File: src/rtl/pipelined_register_file.sv
// Register file with three combinational read ports and two prioritised write ports.
// A dedicated PC register supports load, write and auto-increment, plus optional same-cycle forwarding.
module pipelined_register_file #(
  parameter int                 DATA_W   = 32,
  parameter int                 ADDR_W   = 4,
  parameter int                 PC_IDX   = (1 << ADDR_W) - 1,
  parameter logic [DATA_W-1:0]  PC_STEP  = 4,
  parameter logic [DATA_W-1:0]  RESET_PC = '0,
  parameter bit                 BYPASS   = 1'b1
) (
  input  logic              CLK,
  input  logic              RST,
  input  logic [ADDR_W-1:0] SA,
  input  logic [ADDR_W-1:0] SB,
  input  logic [ADDR_W-1:0] SD,
  output logic [DATA_W-1:0] PA,
  output logic [DATA_W-1:0] PB,
  output logic [DATA_W-1:0] PD,
  input  logic [ADDR_W-1:0] C,
  input  logic [DATA_W-1:0] PW,
  input  logic              RFLd,
  input  logic [ADDR_W-1:0] C2,
  input  logic [DATA_W-1:0] PW2,
  input  logic              RFLd2,
  input  logic [DATA_W-1:0] PCin,
  input  logic              PCLd,
  input  logic              PCInc,
  output logic [DATA_W-1:0] PCout
);

  localparam int                DEPTH  = 1 << ADDR_W;
  localparam logic [ADDR_W-1:0] PC_SEL = ADDR_W'(PC_IDX);

  logic [DATA_W-1:0] regs [DEPTH];

  always_ff @(posedge CLK) begin
    if (RST) begin
      for (int i = 0; i < DEPTH; i++) begin
        regs[i] <= (i == PC_IDX) ? RESET_PC : '0;
      end
    end else begin
      // general registers: port 0 wins a collision
      for (int i = 0; i < DEPTH; i++) begin
        if (i != PC_IDX) begin
          if (RFLd && (C == ADDR_W'(i))) begin
            regs[i] <= PW;
          end else if (RFLd2 && (C2 == ADDR_W'(i))) begin
            regs[i] <= PW2;
          end
        end
      end
      // PC: branch load beats register writes, which beat the increment
      if (PCLd) begin
        regs[PC_IDX] <= PCin;
      end else if (RFLd && (C == PC_SEL)) begin
        regs[PC_IDX] <= PW;
      end else if (RFLd2 && (C2 == PC_SEL)) begin
        regs[PC_IDX] <= PW2;
      end else if (PCInc) begin
        regs[PC_IDX] <= regs[PC_IDX] + PC_STEP;
      end
    end
  end

  // Forwarding only sees the write ports; PC load/increment are never visible early.
  function automatic logic [DATA_W-1:0] read_port(input logic [ADDR_W-1:0] sel);
    logic [DATA_W-1:0] val;
    val = regs[sel];
    if (BYPASS && !RST) begin
      if (RFLd && (C == sel)) begin
        val = PW;
      end else if (RFLd2 && (C2 == sel)) begin
        val = PW2;
      end
    end
    return val;
  endfunction

  always_comb begin
    PA = read_port(SA);
    PB = read_port(SB);
    PD = read_port(SD);
  end

  assign PCout = regs[PC_IDX];

endmodule

File: config.mk
export PLATFORM = sky130hd
export DESIGN_NAME = pipelined_register_file
export DESIGN_NICKNAME = d
export VERILOG_FILES = /design/src/rtl/pipelined_register_file.sv
export SDC_FILE = /design/constraint.sdc
export NUM_CORES = 1
export LEC_CHECK = 0
export BUFFER_PORTS_ARGS = -buffer_cell sky130_fd_sc_hd__buf_2
export CELL_PAD_IN_SITES_DETAIL_PLACEMENT = 0
export CELL_PAD_IN_SITES_GLOBAL_PLACEMENT = 1
export CORE_MARGIN = 2
export CORE_UTILIZATION = 40
export DETAILED_ROUTE_END_ITERATION = 12
export PLACE_DENSITY = 0.67
export SLEW_MARGIN = 20
export SYNTH_ARGS = -nofsm -noshare
export SYNTH_HDL_FRONTEND = slang
export SYNTH_SLANG_ARGS = --single-unit
File: constraint.sdc
create_clock -name CLK -period 4.65 [get_ports CLK]
set_clock_uncertainty 0.1 [all_clocks]
set_input_delay 0.465 -clock CLK [delete_from_list [all_inputs] [get_ports CLK]]
set_output_delay 0.465 -clock CLK [all_outputs]
set_load 0.02 [all_outputs]
=== Yosys cells after proc, flatten, opt, wreduce, memory -nomap -nowiden ===
Memory sizes are Yosys's and may differ from the RTL's.
Index checks and enable logic that the tools add are counted.

* Add/subtract/negate cells: 1
* Equal/unequal tests: 36
* Multiplexer cells: 168
* Bitwise gates (word level): 34
* Reduce and logical (&&, ||, !) cells: 40

{| class="wikitable"
|+ Operators by type and width
! operator !! number
|-
| $mux 32 || 43
|-
| $mux 1 || 125
|-
| $eq 4x4->1 const B || 16
|-
| $logic_and 1x1->1 || 38
|-
| $or 1x1->1 || 34
|-
| $add 32x3->32 const B || 1
|-
| $eq 4x3->1 const B || 8
|-
| $eq 4x4->1 || 6
|-
| $eq 4x2->1 const B || 4
|-
| $eq 4x1->1 const B || 2
|-
| $logic_not 4->1 || 2
|}

* Register bits: 0
* Memory bits (writable): 512
* Input port bits: 122
* Output and inout bits: 128
* Word-level logic and storage cells: 280
* Memories kept: 1

{| class="wikitable"
|+ Memories
! memory !! words !! width !! read ports !! clocked after Yosys merged registers in !! wr ports !! line !! text
|-
| regs || 16 || 32 || 4 || 0 || 16 || 34 || <nowiki>logic [DATA_W-1:0] regs [DEPTH];</nowiki>
|}

=== Depth between registers and ports, before layout ===
Gate-level depths: netlist (run 1).

* Word-level depth: 9
* Depth in mapped cells: 8
* Depth with buffers taken out: 6

=== Worst setup path after synthesis (run 1) ===
OpenSTA, ideal clock, no wires.

* Kind: input -> register
* Start point: input port C2[3]
* End point: memory regs[6][0] (enable)
* Library setup time: 466 ps
* Data arrival time: 3304 ps
* Data required time: 4084 ps
* Path slack: 780 ps
* Stages on the path: 4
* Path buffers: 1
* Path through: buf_2 > nor2_1 > nand3_1 > o21ai_0

{| class="wikitable"
|+ RTL lines
! what !! line !! text
|-
| start: declaration || 22 || <nowiki>input logic [ADDR_W-1:0] C2,</nowiki>
|-
| end: declaration || 34 ||
|}

=== Final worst setup path (run 1) ===
* Start point: input port SA[0]
* End point: output port PA[17]

* Word-level cells in the longest chain between the ends: 5
* Elaborated cells between the ends (all ways): 8
* Those cells by class: eq/ne: 2; mux: 3; reduce/logical: 2; memory: 1

{| class="wikitable"
|+ Ends and longest elaborated chain
! what !! line !! text
|-
| start: declaration || 13 || <nowiki>input logic [ADDR_W-1:0] SA,</nowiki>
|-
| branches (longest 4 deep; another with $mem_v2 16x32) || -- ||
|-
| $mux 32 * || 69 || <nowiki>if (BYPASS && !RST) begin</nowiki>
|-
| end: declaration || 16 || <nowiki>output logic [DATA_W-1:0] PA,</nowiki>
|}

Mark *: on every way between the ends.

==> results of run 1 <==
## through the flow
stage	instances	worst slack [ns]	instance area [um^2]
after floorplan	3090	0.7798	37140
final	4376	0.8931	41830
after global placement	4254	0.9953	39740
after global routing	4369	0.8050	41810
after CTS	4367	0.9624	41810
after detailed placement	4255	0.9667	39780
## logic make-up (layout without fill, tap and decap cells)
group / Yosys count / in the layout
AOI/OAI and AO/OA: 892 / 892
xor gates and xnor gates: 44 / 44
adders and majority gates: 1 / 1
buffers and inverters: 491 / 525
DFF: 512 / 512
muxes: 448 / 448
other: 0 / 9
and+or+nand+nor: 702 / 702
## metal layers
metal / GRT usage [%] / vias to the layer above / share of wire, %
met5: 0.1011 / - / 0.023
met4: 20.98 / 6 / 6.5
met3: 10.04 / 603 / 13
met2: 54.33 / 2827 / 45
met1: 45.04 / 16510 / 35
li1: - / 12530 / -
## critical path, stage by stage
cell	delay, ns
buf_8	0.41
xor2_1	0.17
nor3_1	0.21
nand3_2	0.53
a21oi_4	0.65
buf_12	0.30
o22ai_1	0.13
buf_2	0.21
## layout make-up
class                           instances  area (um^2)  share of cell area, %
Clock buffer                           75         1600                  3.826
Timing Repair Buffer                  375         2509                  5.997
Antenna cell                            9        22.52                0.05384
Clock inverter                         37        427.9                  1.023
Inverter                               38        142.6                 0.3410
Multi-Input combinational cell       2087        20200                  48.28
Sequential cell                       512        15370                  36.76
Tap cell                             1243         1555                  3.718
## layout by cell type, fill, tap and decap left out, types with 17 or more instances in the layout
cell type	synthesis	final
xnor2_1	17	17
a21oi_1	117	117
a22oi_1	101	101
inv_1	37	37
a221o_1	32	32
o22ai_1	66	66
clkbuf_16	0	62
nor2_1	161	156
o21ai_0	68	61
a22o_1	420	420
nor4_1	70	69
nand2_1	347	347
xor2_1	27	25
buf_4	10	106
mux2i_1	64	64
mux4_2	384	384
edfxtp_1	512	512
a2bb2oi_1	19	19
buf_2	112	242
buf_12	0	19
## final timing paths
path / to / slack (ns) / cells after the start
worst max-delay path: PA[17] / 0.89 / 8
worst min register to register: regs[15][26]$_SDFFCE_PP0P_ / 0.82 / 2
worst max register to register: regs[15][17]$_SDFFCE_PP0P_ / 1.58 / 5
worst min-delay path: regs[15][6]$_SDFFCE_PP0P_ / 0.05 / 3
## where the power goes
| part | internal, mW | switching (mW) | total [mW] | leakage [nW] |
|---|---|---|---|---|
| combinational | 1.25 | 1.90 | 3.14 | 8.73 |
| clock | 2.89 | 2.14 | 5.03 | 0.984 |
| sequential | 5.49 | 0.325 | 5.82 | 5.00 |
==> impl_metrics.csv, run 1 <==
group,metric,value,unit
status,outcome,"completed",
worst_setup_path,worstPathRequired,4.09,ns
sta,min_period,3.757,ns
drt,routedWlPerCell,39.36,um
flow_run,cap_viol_max_count,0,
floorplan,die_w,308.7,um
sta,relSlewSlack,21.57,%
worst_setup_path,rr_startpoint,"regs[15][7]$_SDFFCE_PP0P_",
place,dp_hpwl,107200,um
drt,routed_via_density,7.420,
floorplan,row_count,111,
clock_tree,htree_levels,2,
floorplan,die_y,308.7,um
cells_and_area,area_growth,12.62,%
cells_and_area,largest_register_ffs,512,
cells_and_area,fin_util,45.56,%
drt,drtIter0Drc,5278,
power,total_power,13.99,mW
place,numPortBuffers,249,
global_routing,grt_first_pass_wirelength,239200,um
worst_setup_path,critPathLaunch,"SA[0]",
sta,finalSetupTns,0,ns
synthesis,synthFlopType,"edfxtp_1",
global_routing,grt_antenna_before_repair,8,
sta,hold_ws,0.05500,ns
synthesis,syn-num-nets,3213,
global_routing,grt_max_degree,124,
power,power.density,334.3,nW/um^2
synthesis,synth_top_family_by_area,"multiplexers",
floorplan,initial_utilization,40.46,%
synthesis,yosys_warnings,0,
synthesis,synth_top_area_share,41.40,%
drt,drc_errors,0,
sta,tightest_slew,1.170,ns
clock_tree,cts-hold-fix-buffers,0,
sta,setup_violations,0,
sta,drv_slew,0,
clock_tree,cts_resized,0,
synthesis,ys_top_cells_by_count,"edfxtp_1 (512), a22o_1 (420), mux4_2 (384), nand2_1 (347), clkbuf_1 (285)",
worst_setup_path,crit_type,"primary input to output port",
synthesis,synthSimpleGateAreaFrac,8.553,%
synthesis,avgSynthCellArea,12.02,um^2
sta,fmax,0.2662,GHz
synthesis,yosysMostFrequentCell,"edfxtp_1",
drt,drt-pass1-iter-count,8,
clock_tree,cts_tree,"built",
cells_and_area,drive_above_1_share,29.77,%
worst_setup_path,cp.arrival,3.19,ns
worst_setup_path,critPathCaptureType,"output port",
drt,antenna_left,0,
synthesis,synth_fa_ha_area_share,0.03369,%
floorplan,io_pins,250,
global_routing,overflow,0,
synthesis,syn_inst,3090,
drt,routed_wl,172200,um
worst_setup_path,worstSetupStartpointType,"primary input",
clock_tree,cts_sinks,512,
synthesis,synth_edf_count,512,
synthesis,synth_top_cell_by_area,"edfxtp_1",
global_routing,grt_pass1_vias,31900,
synthesis,ys_ff_latch,512,
clock_tree,cts_setup_buffers,0,
drt,num_vias,32470,
clock_tree,clk_path_buf_depth,3,
synthesis,synth_compound_area_share,18.34,%
global_routing,grt_usage,35.52,%
floorplan,fp.coreArea,91800,um^2
place,place.gp.congestion,0.9226,
synthesis,synth.area.mux_share,25.01,%
synthesis,synth_xor_area_share,1.038,%
synthesis,synth.area.top_cells,"edfxtp_1 (41%), mux4_2 (23%), a22o_1 (9.9%), nand2_1 (3.5%), clkbuf_1 (2.9%)",
synthesis,ys_seq_area_share,41.40,%
power,leakage,14.71,nW
power,peakVddDrop,265.4,uV
clock_tree,cts_buffers,61,
synthesis,synthArstFlopShare,0,%
cells_and_area,largest_register,"regs",
sta,hold_viol,0,
hold_path,hold_start,"PCin[6]",
cells_and_area,final_nets,3198,
worst_setup_path,crit_fanout,44,
hold_path,hp-class,"primary input to flop",
synthesis,syn-cell-area,37140,um^2
floorplan,fp.dieArea,95310,um^2
clock_tree,clk_pin_slew,0.06,ns
clock_tree,clk_latency,0.68,ns
synthesis,synth.distinct_cells,59,
cells_and_area,nFillCells,8290,
sta,timing.final.crit_share,80.79,%
sta,rsz0062_at_grt,"no",
clock_tree,cts-root-buf,"clkbuf_16",
cells_and_area,top_regs,"regs: 512 flops",
Note: power is estimated with default switching activity, not from simulation.
==> run 2, diff against run 1 <==
--- a/config.mk
+++ b/config.mk
@@ -11,7 +11,7 @@
 export CORE_MARGIN = 2
 export CORE_UTILIZATION = 40
 export DETAILED_ROUTE_END_ITERATION = 12
-export PLACE_DENSITY = 0.67
+export PLACE_DENSITY = 0.69
 export SLEW_MARGIN = 20
 export SYNTH_ARGS = -nofsm -noshare
 export SYNTH_HDL_FRONTEND = slang
==> constraint.sdc (replaced) <==
create_clock -name CLK -period 3.06 [get_ports CLK]
set_clock_uncertainty 0.1 [all_clocks]
set_input_delay 0.306 -clock CLK [delete_from_list [all_inputs] [get_ports CLK]]
set_output_delay 0.306 -clock CLK [all_outputs]
set_load 0.02 [all_outputs]
==> run 2 against run 1 <==
- utilization is 1.3 points higher
- highest routed layer unchanged
- sequential power is 52% higher
- routed wire length is 0.14% higher
- hold slack worse by 0.026 ns
==> impl_metrics.csv, run 2 (synthesis gave the netlist of run 1 again) <==
group,metric,value,unit
clock_tree,clk_path_buf_depth,3,
power,power.density,488.3,nW/um^2
sta,drv_slew,0,
worst_setup_path,path_cells,"mux4_2, a22o_1, nor2_1, o22ai_1, buf_2",
sta,relSlewSlack,27.21,%
cells_and_area,nFillCells,8216,
place,dp_hpwl,113200,um
sta,fmax,0.3294,GHz
cells_and_area,final_nets,3323,
sta,finalSetupTns,0,ns
global_routing,grt_pass1_vias,32610,
clock_tree,clk_latency,0.66,ns
drt,antenna_left,0,
worst_setup_path,crit_slowest_cell,"edfxtp_1",
drt,drc_errors,0,
floorplan,initial_utilization,40.46,%
drt,num_vias,33180,
drt,routedWlPerCell,38.37,um
global_routing,grt_max_degree,123,
clock_tree,htree_levels,2,
clock_tree,cts_tree,"built",
floorplan,fp.coreArea,91800,um^2
cells_and_area,final_cell_mix,"edfxtp_1 (512), a22o_1 (420), mux4_2 (384)",
global_routing,grt_usage,35.57,%
worst_setup_path,crit_fanout,9,
global_routing,overflow,0,
place,numPortBuffers,249,
hold_path,min_path_cells,3,
sta,min_period,3.036,ns
worst_setup_path,rr_startpoint,"regs[15][7]$_SDFFCE_PP0P_",
global_routing,grt_first_pass_wirelength,240300,um
hold_path,hp-class,"primary input to flop",
power,leakage,15.37,nW
drt,routed_wl,172500,um
global_routing,grt_antenna_before_repair,11,
sta,hold_viol,0,
flow_run,cap_viol_max_count,0,
worst_setup_path,rr_worst_depth,5,
clock_tree,cts_sinks,512,
floorplan,row_count,111,
drt,drt-pass1-iter-count,7,
worst_setup_path,path_buf_inv,1,
clock_tree,cts_buffers,59,
worst_setup_path,critPathCaptureType,"output port",
cells_and_area,drive_above_1_share,31.76,%
worst_setup_path,worstSetupStartpointType,"flop",
hold_path,hold_start,"PCin[12]",
cells_and_area,ff_latch_area,15370,um^2
clock_tree,cts-root-buf,"clkbuf_16",
sta,setup_violations,0,
drt,routed_via_density,7.381,
cells_and_area,multi_input_comb_area,20190,um^2
worst_setup_path,r2r_slack,0.48,ns
sta,rsz0062_at_grt,"no",
worst_setup_path,cp.arrival,2.63,ns
hold_path,hold_end,"regs[15][12]$_SDFFCE_PP0P_",
cells_and_area,largest_register,"regs",
floorplan,io_pins,250,
cells_and_area,area_growth,15.77,%
cells_and_area,layout_commonest_cell,"edfxtp_1",
floorplan,die_y,308.7,um
clock_tree,clk_pin_slew,0.06,ns
worst_setup_path,crit_path_max_incr_delay,0.61,ns
floorplan,die_w,308.7,um
sta,timing.final.crit_share,99.21,%
drt,drtIter0Drc,5642,
cells_and_area,largest_register_ffs,512,
power,total_power,21.00,mW
worst_setup_path,worstPathRequired,2.65,ns
power,peakVddDrop,435.6,uV
cells_and_area,top_regs,"regs: 512 flops",
floorplan,fp.dieArea,95310,um^2
status,outcome,"completed",
sta,tightest_slew,1.084,ns
worst_setup_path,r2r-end,"regs[15][29]$_SDFFCE_PP0P_",
worst_setup_path,critPathTopFamily,"flip-flops",
worst_setup_path,crit_type,"flop to output port",
place,place.gp.congestion,0.9932,
## run 2: metrics by stage
step	utilization, %	cells	area (um^2)	setup WS [ns]	hold WS, ns
floorplan	-	3090	37140	-0.6512	0.4493
global placement	44.55	4362	40900	0.2460	0.5891
detailed placement	44.55	4362	40900	0.2477	0.6009
CTS	46.78	4484	42940	0.008815	0.01907
global route	46.83	4493	42990	0.009547	0.04005
finish	46.84	4495	43000	0.02421	0.02876
## run 2: cell type report
cell class / count / share of cell area [%]
multi-input cells: 2087 / 46.96
well taps: 1243 / 3.617
clock buffers: 69 / 3.620
diodes: 6 / 0.03492
flip-flops and latches: 512 / 35.76
repair buffers: 502 / 8.907
inverters: 38 / 0.3317
clock inverters: 38 / 0.7740
## run 2: power breakdown
part	leakage (nW)	internal, mW	total, mW	switching (mW)
registers	5.00	8.34	8.85	0.506
clock network	0.926	4.10	7.20	3.10
logic	9.45	2.04	4.94	2.90
total	15.4	14.5	21.0	6.51
## run 2: per-layer routing
metal  wire [um]  up-vias  global-route usage [%]
met1       59460    16580                   45.41
met5          51        -                       0
met2       75360     3186                   52.73
met3       25780      642                   11.40
met4       11830       10                   21.69
li1            -    12760                       -
## run 2: worst register-to-register path: stages (launching register included)
cell and delay (ns):
edfxtp_1 0.66, and3_1 0.55, and4_1 0.58, nand4_1 0.19, xor2_1 0.16, a21oi_1 0.08
## run 2: timing repair
action,CTS,global route
resized for setup,0,1
endpoints found under the hold margin,13,0
setup endpoints to repair,0,3
hold buffers,15,0
setup buffers,0,5
## run 2: how the worst max path moves through the flow
| stage | depth (start not counted) | slack (ns) | start | to |
|---|---|---|---|---|
| final | 5 | 0.02 | regs[15][7]$_SDFFCE_PP0P_ | PD[7] |
| after global routing | 6 | 0.01 | regs[15][17]$_SDFFCE_PP0P_ | PA[17] |
| after CTS | 5 | 0.009 | regs[15][10]$_SDFFCE_PP0P_ | PA[10] |
| after detailed placement | 7 | 0.25 | C2[2] | PD[25] |
| after global placement | 7 | 0.25 | C2[2] | PD[25] |
| after floorplan | 4 | -0.65 | C2[3] | regs[6][0]$_SDFFCE_PN0P_ |
